## src/rtl/regfile_write_queue_if.sv

```systemverilog
// Bus bundle for the register-file write queue: request handshake, drain control,
// register-file write port, forwarding lookup and occupancy status.
interface regfile_write_queue_if #(
    parameter int DEPTH  = 4,
    parameter int DATA_W = 64,
    parameter int ADDR_W = 5
);
    localparam int CNT_W = $clog2(DEPTH + 1);

    logic              InValid;
    logic              InReady;
    logic [ADDR_W-1:0] InReg;
    logic [DATA_W-1:0] InData;
    logic              HoldDrain;
    logic              WE;
    logic [ADDR_W-1:0] WReg;
    logic [DATA_W-1:0] WData;
    logic [ADDR_W-1:0] LookupReg;
    logic              LookupHit;
    logic [DATA_W-1:0] LookupData;
    logic [CNT_W-1:0]  Count;
    logic              Empty;
    logic              Full;

    modport master (
        output InValid, InReg, InData, HoldDrain, LookupReg,
        input  InReady, WE, WReg, WData, LookupHit, LookupData, Count, Empty, Full
    );

    modport slave (
        input  InValid, InReg, InData, HoldDrain, LookupReg,
        output InReady, WE, WReg, WData, LookupHit, LookupData, Count, Empty, Full
    );
endinterface

```

## src/rtl/regfile_write_queue.sv

```systemverilog
// Buffers register writes in a FIFO, drains one per cycle to the register file
// and forwards the youngest pending value for any register decode asks about.
module regfile_write_queue #(
    parameter int DEPTH  = 4,
    parameter int DATA_W = 64,
    parameter int ADDR_W = 5
) (
    input logic                  Clk,
    input logic                  Reset,
    regfile_write_queue_if.slave bus
);
    localparam int PTR_W = $clog2(DEPTH);
    localparam int CNT_W = $clog2(DEPTH + 1);
    localparam logic [ADDR_W-1:0] ZERO_REG = {ADDR_W{1'b1}};

    logic [ADDR_W-1:0] addrMem [DEPTH];
    logic [DATA_W-1:0] dataMem [DEPTH];
    logic [PTR_W-1:0]  head;
    logic [PTR_W-1:0]  tail;
    logic [CNT_W-1:0]  count;
    logic              full;
    logic              empty;
    logic              accept;
    logic              push;
    logic              pop;

    assign full   = (count == CNT_W'(DEPTH));
    assign empty  = (count == '0);
    assign accept = bus.InValid && !full;
    // Writes to the zero register complete the handshake but never occupy a slot.
    assign push   = accept && (bus.InReg != ZERO_REG);
    assign pop    = !empty && !bus.HoldDrain;

    assign bus.InReady = !full;
    assign bus.Count   = count;
    assign bus.Empty   = empty;
    assign bus.Full    = full;
    assign bus.WE      = pop;
    assign bus.WReg    = pop ? addrMem[head] : '0;
    assign bus.WData   = pop ? dataMem[head] : '0;

    always_ff @(posedge Clk) begin
        if (push) begin
            addrMem[tail] <= bus.InReg;
            dataMem[tail] <= bus.InData;
        end
    end

    always_ff @(posedge Clk) begin
        if (Reset) begin
            head  <= '0;
            tail  <= '0;
            count <= '0;
        end else begin
            if (push) begin
                tail <= tail + 1'b1;
            end
            if (pop) begin
                head <= head + 1'b1;
            end
            case ({push, pop})
                2'b10:   count <= count + 1'b1;
                2'b01:   count <= count - 1'b1;
                default: count <= count;
            endcase
        end
    end

    // Walk oldest to youngest so the last match seen is the youngest pending write.
    always_comb begin
        bus.LookupHit  = 1'b0;
        bus.LookupData = '0;
        for (int i = 0; i < DEPTH; i++) begin
            if ((CNT_W'(i) < count) && (bus.LookupReg != ZERO_REG) &&
                (addrMem[head + PTR_W'(i)] == bus.LookupReg)) begin
                bus.LookupHit  = 1'b1;
                bus.LookupData = dataMem[head + PTR_W'(i)];
            end
        end
    end
endmodule

```

## src/flat_wrapper.sv

```systemverilog
// flat-port wrapper written by rule: the top's interface ports become plain ports
module regfile_write_queue_flat 
#(
    parameter int DEPTH  = 4,
    parameter int DATA_W = 64,
    parameter int ADDR_W = 5
)
  (Clk, Reset, bus_InValid, bus_InReg, bus_InData, bus_HoldDrain, bus_LookupReg, bus_InReady, bus_WE, bus_WReg, bus_WData, bus_LookupHit, bus_LookupData, bus_Count, bus_Empty, bus_Full);
  regfile_write_queue_if #(.DEPTH(DEPTH), .DATA_W(DATA_W), .ADDR_W(ADDR_W)) bus_i ();
  input logic Clk;
  input logic Reset;
  input wire logic [$bits(bus_i.InValid)-1:0] bus_InValid;
  input wire logic [$bits(bus_i.InReg)-1:0] bus_InReg;
  input wire logic [$bits(bus_i.InData)-1:0] bus_InData;
  input wire logic [$bits(bus_i.HoldDrain)-1:0] bus_HoldDrain;
  input wire logic [$bits(bus_i.LookupReg)-1:0] bus_LookupReg;
  output wire logic [$bits(bus_i.InReady)-1:0] bus_InReady;
  output wire logic [$bits(bus_i.WE)-1:0] bus_WE;
  output wire logic [$bits(bus_i.WReg)-1:0] bus_WReg;
  output wire logic [$bits(bus_i.WData)-1:0] bus_WData;
  output wire logic [$bits(bus_i.LookupHit)-1:0] bus_LookupHit;
  output wire logic [$bits(bus_i.LookupData)-1:0] bus_LookupData;
  output wire logic [$bits(bus_i.Count)-1:0] bus_Count;
  output wire logic [$bits(bus_i.Empty)-1:0] bus_Empty;
  output wire logic [$bits(bus_i.Full)-1:0] bus_Full;
  assign bus_i.InValid = bus_InValid;
  assign bus_i.InReg = bus_InReg;
  assign bus_i.InData = bus_InData;
  assign bus_i.HoldDrain = bus_HoldDrain;
  assign bus_i.LookupReg = bus_LookupReg;
  assign bus_InReady = bus_i.InReady;
  assign bus_WE = bus_i.WE;
  assign bus_WReg = bus_i.WReg;
  assign bus_WData = bus_i.WData;
  assign bus_LookupHit = bus_i.LookupHit;
  assign bus_LookupData = bus_i.LookupData;
  assign bus_Count = bus_i.Count;
  assign bus_Empty = bus_i.Empty;
  assign bus_Full = bus_i.Full;
  regfile_write_queue #(.DEPTH(DEPTH), .DATA_W(DATA_W), .ADDR_W(ADDR_W)) u_core (.Clk(Clk), .Reset(Reset), .bus(bus_i));
endmodule
```

## config.mk

```make
export PLATFORM = sky130hd
export DESIGN_NAME = regfile_write_queue_flat
export DESIGN_NICKNAME = d
export VERILOG_FILES = /design/src/rtl/regfile_write_queue_if.sv /design/src/rtl/regfile_write_queue.sv /design/src/flat_wrapper.sv
export SDC_FILE = /design/constraint.sdc
export NUM_CORES = 1
export LEC_CHECK = 0
export ABC_AREA = 1
export CAP_MARGIN = 15
export CORE_MARGIN = 1.5
export CORE_UTILIZATION = 30
export CTS_CLUSTER_SIZE = 10
export DETAILED_ROUTE_END_ITERATION = 6
export PLACE_DENSITY = 0.58
export SLEW_MARGIN = 10
export SYNTH_ARGS = -nofsm -noshare
export SYNTH_HDL_FRONTEND = slang
export SYNTH_SLANG_ARGS = --single-unit
```

## constraint.sdc

```tcl
create_clock -name Clk -period 14.86 [get_ports Clk]
set_clock_uncertainty 0.05 [all_clocks]
set_input_delay 2.972 -clock Clk [delete_from_list [all_inputs] [get_ports Clk]]
set_output_delay 2.972 -clock Clk [all_outputs]
set_load 0.005 [all_outputs]
```

==> results.md, run 1 <==
- CP Class: in -> out
- DR vias/cell: 5.19
- Fin crit share: 64.3%
- DRT antenna net count: 0
- Remaining Overflow, GRT: 0
- Max Cap Viol: 0
- IO Count: 219
- I/O Buffers: 218
- CTS tree: done
- Max-slew violations: 0
- Synth top area share: 43.3%
- Clock-pin transition on the worst setup and hold timing paths: 0.05 ns
- Least-Margin Pin Slew: 1.16 ns
- Fill count: 6712
- FF+latch count, synth: 285
- Maximum fanout along the worst path: 36
- Nets: 2802
- Setup tns final: 0 ns
- Fmax: 105 MHz
- Relative slew slack: 22.9%
- Vias in the first global route: 17.6k
- Die width: 256 um
- Final setup violation count: 0
- Detailed Route WL: 68500 um
- Hold slack: 0.501 ns
- Number of buffers created by CTS: 37
- Initial Util: 30.3%
- WP data required: 11.84 ns
- Clock Tree Buf Depth: 3
- Worst skew pair latency: 0.54 ns
- Root Driver: clkbuf_16
- Fin crit period: 9.56 ns
- Leak: 9.00 nW
- Drt first pass iters: 6
- Synthesized area: 19100 sq um
- Syn Area/Cell: 7.28 sq um
- Die Y: 256 um
- Power Total: 3.78 mW
- Pin count of the biggest net entering global routing: 119
- Cell variety after synth: 31
- Placed cell count: 3522
- Status: completed
- Placed cell areas: 21800 sq um
- CTS resizes: 0
- Die ar.: 65300 sq um
- Syn Nets: 2716
- RSZ-0062 raised after global routing: no
- # rows: 92
- Post-synth top area cell: edfxtp_1
- Top post-synthesis cells by area: edfxtp_1 (43%), nand2_1 (14%), o21ai_0 (8.8%)
- Area grow syn2layout: 19.8%
- Yosys Warn Count: 0
- GPL Wtd Cong: 0.850
- Post-Layout Inst Area: 22900 sq um
- DR iter-0 viols: 1765
- Number of clock sinks: 285
- Total number of vias: 18.6k
- CP Capture Type: primary output
- DRC Markers: 0
- Post-Synthesis Cells: 2629
- Non-Filler Instances: 3586
- Hold path cells: 2
- R2r worst-path depth: 8
- Share of cells above drive strength 1: 3.95%
- H-tree levels: 2
- Drt wl/cell: 19.1 um
- Hold Vio Cnt, Final: 0
- Sequential share of the synthesized area: 44.3%
- Hold buffers post-CTS: 0
- Initial antenna violation count: 5
- Post-CTS Setup Inserts: 0
- Crit path DAT: 6.54 ns
- Hold WC Path Type: reg -> reg
- Placeable Area: 63100 sq um
- Power Density: 165 nW/um^2
- Critical Path Source Type: input port
- Post-DP HPWL: 39500 um
- Global-route usage over all layers: 20.5%
- First-pass GRT wire length: 104000 um
- Maximum vdd ir drop: 113 uV
-- worst paths after layout --
path / to / slack (ns) / from
worst max-delay path: bus_LookupData[34] / 5.30 / bus_LookupReg[4]
worst min-delay path: u_core.tail[1]$_SDFFE_PP0P_ / 0.50 / u_core.tail[1]$_SDFFE_PP0P_
worst max register to register: u_core.dataMem[2][25]$_DFFE_PP_ / 11.16 / u_core.bus.Count[0]$_SDFFE_PP0P_
worst min register to register: u_core.tail[1]$_SDFFE_PP0P_ / 0.50 / u_core.tail[1]$_SDFFE_PP0P_
-- metal layers --
layer	GRT usage [%]	part of all wire, %	vias to the layer above
li1	-	-	9066
met1	27.3	44	8741
met2	33.8	46	696
met3	3.26	6.8	105
met4	7.18	2.5	0
met5	0	0	-
-- layout make-up --
type                    count  area [sq um]  share of cell area (%)
diodes                      5          12.5                  0.0546
clock buffers              48           987                    4.31
clock inverters            11          81.3                   0.355
inverters                 236           888                    3.88
multi-input cells        1904          8990                    39.2
flip-flops and latches    285          8480                    37.0
well taps                 846          1060                    4.62
repair buffers            251          2430                    10.6
-- synthesized netlist by cell type --
master	n
a31oi_1	1
o22ai_1	6
nor2_1	368
a221oi_1	29
and3_1	2
ha_1	9
xor2_1	2
a211oi_1	34
nand2_2	3
o21ai_1	5
clkbuf_1	114
o21ai_0	335
a21oi_1	125
nand4_1	94
buf_2	72
nand2_1	719
nor2_4	1
inv_2	6
a32oi_1	29
buf_1	8
o211ai_1	1
nand3_1	98
edfxtp_1	276
clkinv_1	1
buf_4	7
dfxtp_1	9
o2111ai_1	18
buf_6	3
mux2i_1	24
inv_1	229
nor2_2	1
-- where the power goes --
group	internal (mW)	leakage (nW)	switching, mW
combinational	0.621	5.87	1.32
sequential	0.960	2.61	0.0637
clock	0.481	0.524	0.335
-- through the flow --
stage | setup WS (ns) | utilization, %
3_3_place_gp | 5.39 | 34.6
6_report | 5.30 | 36.3
3_5_place_dp | 5.37 | 34.6
5_1_grt | 5.01 | 36.3
2_1_floorplan | 7.73 | -
4_1_cts | 5.36 | 36.3
-- sequential cells by signal, indices dropped and copies added, names as in the netlist, named ones only --
register and count:
u_core.head 2, u_core.bus.Count 3, u_core.dataMem 256, u_core.tail 2, u_core.addrMem 20
-- layout by cell type (no fill, tap or decap), types with 9 or more instances in the layout --
cell type        Yosys  routed
clkbuf_16            0      37
mux2i_1             24      24
nand4_1             94      94
a221oi_1            29      29
nand3_1             98      95
nor2_1             368     358
inv_1              229     227
o2111ai_1           18      18
clkdlybuf4s50_1      0     218
ha_1                 9       9
a211oi_1            34      34
edfxtp_1           276     276
a32oi_1             29      29
clkbuf_1           114       9
buf_4                7      33
o21ai_0            335     335
nand2_1            719     717
a21oi_1            125     125
nor2_4               1       9
-- cells by family (layout without fill, tap and decap cells) --
group	count (synthesis)	after routing	share of synthesized area [%]
simple gates	1286	1286	27.2
compound gates	583	583	17.2
buf+inv	440	546	9.36
flops	285	285	44.3
mux	24	24	1.26
fa+ha+maj	9	9	0.588
xor+xnor	2	2	0.0916
other cells	0	5	0
-- worst max-delay path: stages --
cell	delay, ns
clkdlybuf4s50_1	0.53
nand3_1	0.14
nor2_1	0.08
nor2_1	0.09
nand2_1	0.07
nor2_2	0.13
buf_4	0.43
nand3_2	0.89
nor2_1	0.31
nand2_1	0.07
nand3_1	0.10
nand2_1	0.06
nand2_1	0.13
clkdlybuf4s50_1	0.53
Note: power is estimated with default switching activity, not from simulation.
==> inputs of run 2 (changes only) <==
--- a/config.mk
+++ b/config.mk
@@ -11,7 +11,7 @@
 export CORE_UTILIZATION = 30
 export CTS_CLUSTER_SIZE = 10
 export DETAILED_ROUTE_END_ITERATION = 6
-export PLACE_DENSITY = 0.58
+export PLACE_DENSITY = 0.6
 export SLEW_MARGIN = 10
 export SYNTH_ARGS = -nofsm -noshare
 export SYNTH_HDL_FRONTEND = slang
==> constraint.sdc (replaced) <==
create_clock -name Clk -period 8.75 [get_ports Clk]
set_clock_uncertainty 0.05 [all_clocks]
set_input_delay 1.75 -clock Clk [delete_from_list [all_inputs] [get_ports Clk]]
set_output_delay 1.75 -clock Clk [all_outputs]
set_load 0.005 [all_outputs]
==> run 2 against run 1 <==
  * Clock power increased by 71%
  * Via count grew 0.48%
  * Power rose by 71%
  * Design area about the same
  * Combinational power rose by 69%
  * Sequential share of layout area about the same
  * Hold slack about the same
  * Critical path depth decreased by 2
  * Worst setup slack worse by 3.5 ns
  * Non-clock buffer count fell by 2
  * Clock-buffer cell count increased by 7
  * First-iteration DRC count up 1.4%
  * Critical endpoint is now bus_LookupData[31]
  * Largest power group unchanged
  * Highest routed layer is now met5
==> results.md, run 2 (synthesis gave the netlist of run 1 again) <==
- Cell family with most CP delay: simple AND/OR/NAND/NOR gates
- Post-CTS Setup Inserts: 0 (unchanged)
- Hold WC Path Type: reg -> reg
- Worst skew pair latency: 0.53 ns (about the same)
- Pin count of the biggest net entering global routing: 100 (-16%)
- Drt first pass iters: 6 (unchanged)
- Number of cells on the critical path: 12 (-2)
- Final setup violation count: 0 (unchanged)
- Crit path DAT: 5.17 ns (-1.37 ns)
- WP data required: 6.95 ns (-4.89 ns)
- RSZ-0062 raised after global routing: no
- CP max-delay cell: dfxtp_4
- Share of cells above drive strength 1: 3.83% (-0.12 points)
- DRT antenna net count: 0 (unchanged)
- Most common cell after layout, fill and taps aside: nand2_1
- Hold path cells: 2 (unchanged)
- Die Y: 256 um (unchanged)
- Most used cell, CP: nand2_1
- Vias in the first global route: 17.2k (-2.0%)
- Fin util: 36.4% (about the same)
- Post-DP HPWL: 40400 um (+2.1%)
- Fmax: 144 MHz
- Relative slew slack: 23.0% (+0.17 points)
- Number of buffers created by CTS: 38 (+2.7%)
- Worst-path cell chain: inv_2 -> nand2_2 -> nand2_4 -> nand2_1 -> a21oi_1 -> nor2_4 -> buf_4 -> nand4_1 -> nand3_1 -> nand2_1 -> nand2_1 -> clkdlybuf4s50_1
- DR iter-0 viols: 1790 (+1.4%)
- Die width: 256 um (unchanged)
- # rows: 92 (unchanged)
- Detailed Route WL: 69400 um (+1.4%)
- CTS tree: done
- Max reg flops: 256 (unchanged)
- Fill count: 6628 (-1.3%)
- Root Driver: clkbuf_16
- Critical Path Source Type: register
- Placed cell areas: 21900 sq um (about the same)
- IO Count: 219 (unchanged)
- Clock-pin transition on the worst setup and hold timing paths: 0.05 ns (about the same)
- Leak: 9.00 nW (about the same)
- Slowest stage delay, CP: 0.92 ns (+0.03 ns)
- Clock Tree Buf Depth: 3 (unchanged)
- Maximum vdd ir drop: 346 uV (+210%)
- H-tree levels: 2 (unchanged)
- Remaining Overflow, GRT: 0 (unchanged)
- First-pass GRT wire length: 105000 um (+0.98%)
- Fin crit share: 79.6%
- GPL Wtd Cong: 0.841 (-1.1%)
- Global-route usage over all layers: 20.8% (+0.29 points)
- Placeable Area: 63100 sq um (unchanged)
- Area grow syn2layout: 19.9% (about the same)
- Hold Vio Cnt, Final: 0 (unchanged)
- Total number of vias: 18.7k (+0.48%)
- Post-Layout Inst Area: 22900 sq um (about the same)
- CTS resizes: 0 (unchanged)
- R2r worst-path depth: 9 (+1)
- Hold buffers post-CTS: 0 (unchanged)
- Power Density: 282 nW/um^2 (+71%)
- DR vias/cell: 5.21 (+0.45%)
- Setup tns final: 0 ns (unchanged)
- Maximum fanout along the worst path: 72 (+100%)
- Biggest register: u_core.dataMem
- CP Buf/Inv Count: 3 (unchanged)
- Least-Margin Pin Slew: 1.15 ns (-0.00262 ns)
- Max Cap Viol: 0 (unchanged)
- Max-slew violations: 0 (unchanged)
- Nets: 2801 (-0.036%)
- Initial antenna violation count: 7 (+2)
- Die ar.: 65300 sq um (unchanged)
- I/O Buffers: 218 (unchanged)
- CP Class: reg -> out
- Initial Util: 30.3% (unchanged)
- Fin crit period: 6.97 ns
- CP Capture Type: primary output
- DRC Markers: 0 (unchanged)
- Most frequent cells in the layout: nand2_1 (717), nor2_1 (358), o21ai_0 (335)
- Status: completed
- Number of clock sinks: 285 (unchanged)
- Drt wl/cell: 19.4 um (+1.4%)
[run 2: changes by cell type in the layout (fill, tap and decap cells not counted), sizes merged]
cell    previous run  this run
clkinv             9        11
diode              5         2
inv              237       235
clkbuf            48        55
buf               33        31
bufinv             1         0
[run 2: per-stage QoR]
stage	power, mW	hold WS, ns	instances	setup WS (ns)
after detailed placement	5.07	0.494	3520	1.96
after global placement	5.06	0.467	3520	1.96
final	6.46	0.501	3587	1.78
after floorplan	3.77	0.440	2629	3.05
after global routing	6.91	0.533	3586	1.46
after CTS	6.48	0.501	3585	1.80
[run 2: path summary, 6_finish.rpt]
path	startpoint	endpoint	slack (ns)
min	u_core.tail[1]$_SDFFE_PP0P_	u_core.tail[1]$_SDFFE_PP0P_	0.50
max	u_core.head[0]$_SDFFE_PP0P_	bus_LookupData[31]	1.78
min reg2reg	u_core.tail[1]$_SDFFE_PP0P_	u_core.tail[1]$_SDFFE_PP0P_	0.50
max reg2reg	u_core.bus.Count[0]$_SDFFE_PP0P_	u_core.dataMem[2][25]$_DFFE_PP_	5.03
[run 2: final cells by class]
class / count / area (sq um) / area share, %
Multi-Input combinational cell: 1904 / 8990 / 39.2
Antenna cell: 2 / 5.00 / 0.0218
Clock buffer: 55 / 1040 / 4.52
Timing Repair Buffer: 249 / 2440 / 10.6
Sequential cell: 285 / 8480 / 36.9
Clock inverter: 10 / 47.5 / 0.207
Inverter: 236 / 890 / 3.88
Tap cell: 846 / 1060 / 4.61
[run 2: per-layer routing]
metal / up-vias / share of wire (%) / global-route usage (%)
met2: 829 / 45 / 32.9
met3: 120 / 8.9 / 4.55
met1: 8676 / 44 / 28.1
met5: - / 0.12 / 0
met4: 12 / 2.4 / 6.95
li1: 9060 / - / -
[run 2: report_power, final]
| part | switching (mW) | internal [mW] | leakage, nW | total (mW) |
|---|---|---|---|---|
| clock network | 0.578 | 0.816 | 0.528 | 1.39 |
| registers | 0.140 | 1.63 | 2.61 | 1.77 |
| logic | 2.25 | 1.05 | 5.86 | 3.30 |
[run 2: worst min-delay path, delay by kind of cell (launching register included)]
family | cells | cell delay [ns]
flip-flops | 1 | 0.33
buffers and inverters | 1 | 0.10
AO/OA/AOI/OAI | 1 | 0.07
==> inputs of run 3 (changes only) <==
==> constraint.sdc (replaced) <==
create_clock -name Clk -period 5.9 [get_ports Clk]
set_clock_uncertainty 0.05 [all_clocks]
set_input_delay 1.18 -clock Clk [delete_from_list [all_inputs] [get_ports Clk]]
set_output_delay 1.18 -clock Clk [all_outputs]
set_load 0.005 [all_outputs]
==> run 3 against run 2 <==
  * Power grew 49%
  * First-iteration DRC count grew 6.5%
  * Critical path depth unchanged
  * Critical endpoint is now bus_LookupData[45]
  * Design area increased by 0.90%
  * Flip-flop and latch count unchanged
  * Largest cell class unchanged
  * Via count increased by 0.89%
  * Combinational power up 54%
  * Wire length is 0.98% higher
==> results.md, run 3 (synthesis gave the netlist of run 1 again) <==
- Hold buffers post-CTS: 0 (unchanged)
- Relative slew slack: 25.8% (+2.8 points)
- Drt first pass iters: 5 (-1)
- DR iter-0 viols: 1906 (+6.5%)
- I/O Buffers: 218 (unchanged)
- Max-slew violations: 0 (unchanged)
- Worst-path cell chain: inv_2 -> nand2_2 -> nand2_4 -> buf_4 -> buf_4 -> nand2_1 -> o21ai_0 -> nand4_1 -> nand3_1 -> nand2_1 -> nand2_1 -> clkdlybuf4s50_1
- R2r worst-path depth: 8 (-1)
- Leak: 9.10 nW (+1.1%)
- Worst hold endpoint: u_core.tail[1]$_SDFFE_PP0P_
- Post-CTS Setup Inserts: 0 (unchanged)
- WP data required: 4.67 ns (-2.28 ns)
- Pin count of the biggest net entering global routing: 102 (+2.0%)
- Placeable Area: 63100 sq um (unchanged)
- Slowest stage delay, CP: 0.69 ns (-0.23 ns)
- Hold Vio Cnt, Final: 0 (unchanged)
- CP Capture Type: primary output
- Most common cell after layout, fill and taps aside: nand2_1
- Number of clock sinks: 285 (unchanged)
- IO Count: 219 (unchanged)
- Clk pwr share: 21.0% (-0.6 points)
- Clock Tree Buf Depth: 3 (unchanged)
- CP max-delay cell: buf_4
- Least-Margin Pin Slew: 1.11 ns (-0.0413 ns)
- Sw frac: 46.1% (+0.15 points)
- Fin crit share: 92.2%
- Reg-to-reg slack, setup: 3.16 ns (-1.87 ns)
- Vias in the first global route: 17.3k (+0.14%)
- Post-DP HPWL: 40800 um (+1.2%)
- Critical Path Source Type: register
- Combinational power share: 52.7% (+1.7 points)
- Area grow syn2layout: 21.0%
- Worst skew pair latency: 0.55 ns (+0.02 ns)
- Initial Util: 30.3% (unchanged)
- Global-route usage over all layers: 20.7% (-0.13 points)
- Die ar.: 65300 sq um (unchanged)
- Share of cells above drive strength 1: 4.43% (+0.60 points)
- Fin crit period: 5.44 ns
- Hold WC Path Type: reg -> reg
- CTS resizes: 0 (unchanged)
- Die width: 256 um (unchanged)
- Most used cell, CP: nand2_1
- CP Class: reg -> out
- Max reg flops: 256 (unchanged)
- Total number of vias: 18.9k (+0.89%)
- Max Cap Viol: 0 (unchanged)
- Status: completed
- DR vias/cell: 5.24 (+0.52%)
- Worst Min Path Start: u_core.tail[1]$_SDFFE_PP0P_
- Sw power: 4.44 mW (+50%)
- DRT antenna net count: 0 (unchanged)
- Maximum vdd ir drop: 400 uV (+15%)
- Placed cell count: 3538 (+0.51%)
- Non-Filler Instances: 3600 (+0.36%)
- Die Y: 256 um (unchanged)
- GPL Wtd Cong: 0.868 (+3.2%)
- Power Total: 9.64 mW (+49%)
- Worst flop-to-flop path startpoint: u_core.bus.Count[0]$_SDFFE_PP0P_
- DRC Markers: 0 (unchanged)
- Maximum fanout along the worst path: 65 (-9.7%)
- Clock-pin transition on the worst setup and hold timing paths: 0.06 ns (about the same)
- Most frequent cells in the layout: nand2_1 (717), nor2_1 (358), o21ai_0 (335)
- RSZ-0062 raised after global routing: no
- Root Driver: clkbuf_16
- Drt wl/cell: 19.5 um (+0.62%)
- First-pass GRT wire length: 105000 um (-0.32%)
- Remaining Overflow, GRT: 0 (unchanged)
- Hold path cells: 2 (unchanged)
- CTS tree: done
- Detailed Route WL: 70100 um (+0.98%)
- Seq pwr share: 26.2% (-1.2 points)
- Power Density: 417 nW/um^2 (+48%)
- RR Endpoint: u_core.dataMem[0][37]$_DFFE_PP_
- Setup tns final: 0 ns (unchanged)
- Initial antenna violation count: 5 (-2)
- # rows: 92 (unchanged)
- H-tree levels: 2 (unchanged)
- Biggest register: u_core.dataMem
- Crit path DAT: 4.21 ns (-0.96 ns)
- Fmax: 184 MHz
- Number of buffers created by CTS: 37 (-2.6%)
- Final setup violation count: 0 (unchanged)
- Internal power: 5.20 mW (+49%)
- Nets: 2818 (+0.61%)
==> run 3: changes by cell type in the layout (fill, tap and decap cells not counted) <==
cell	change
clkbuf_16	-2
clkbuf_1	-6
buf_4	+9
inv_2	+1
buf_12	+9
inv_6	+1
diode_2	-1
clkinv_2	-2
inv_16	+1
clkinv_1	+3
==> run 3: worst max-delay path by stage <==
stage / start / end / slack, ns
floorplan: bus_InReg[3] / u_core.addrMem[0][0]$_DFFE_PP_ / 0.77
global placement: bus_LookupReg[4] / bus_LookupData[46] / 0.55
detailed placement: bus_LookupReg[4] / bus_LookupData[46] / 0.55
CTS: u_core.head[0]$_SDFFE_PP0P_ / bus_LookupData[45] / 0.42
global route: u_core.head[0]$_SDFFE_PP0P_ / bus_LookupData[13] / 0.08
finish: u_core.head[0]$_SDFFE_PP0P_ / bus_LookupData[45] / 0.46
==> run 3: power by group through the flow <==
stage	registers, mW	logic [mW]	clock network (mW)
after detailed placement	2.57	5.03	0
after CTS	2.53	5.06	2.08
after global routing	2.55	5.58	2.15
final	2.53	5.09	2.03
after global placement	2.56	5.03	0
after floorplan	2.54	3.05	0
==> run 3: area by class of cell <==
type | count | area [sq um]
Antenna cell | 1 | 2.50
Clock buffer | 47 | 963
Tap cell | 846 | 1060
Timing Repair Buffer | 267 | 2690
Inverter | 236 | 888
Sequential cell | 285 | 8480
Clock inverter | 14 | 82.6
Fill cell | 6627 | 39900
Multi-Input combinational cell | 1904 | 8990
==> run 3: metal layers <==
layer | part of all wire, % | vias up | global-route usage (%)
met5 | 0.081 | - | 0
met4 | 2.4 | 8 | 6.79
met3 | 7.0 | 116 | 3.44
met1 | 45 | 8909 | 28.4
li1 | - | 9087 | -
met2 | 45 | 743 | 33.1
==> run 3: critical path, delay by kind of cell (launching register included) <==
kind | cells | cell delay [ns]
and+or+nand+nor | 7 | 1.16
DFF | 1 | 0.39
buffers and inverters | 4 | 1.99
AOI/OAI and AO/OA | 1 | 0.09
==> run 3: metrics by stage <==
step / worst slack [ns] / hold WS [ns] / cell area [sq um] / utilization (%)
finish: 0.458 / 0.482 / 23100 / 36.7
global route: 0.0798 / 0.545 / 23100 / 36.7
CTS: 0.418 / 0.481 / 23100 / 36.7
detailed placement: 0.554 / 0.473 / 22100 / 35.0
global placement: 0.552 / 0.467 / 22100 / 35.0
floorplan: 0.770 / 0.440 / 19100 / -
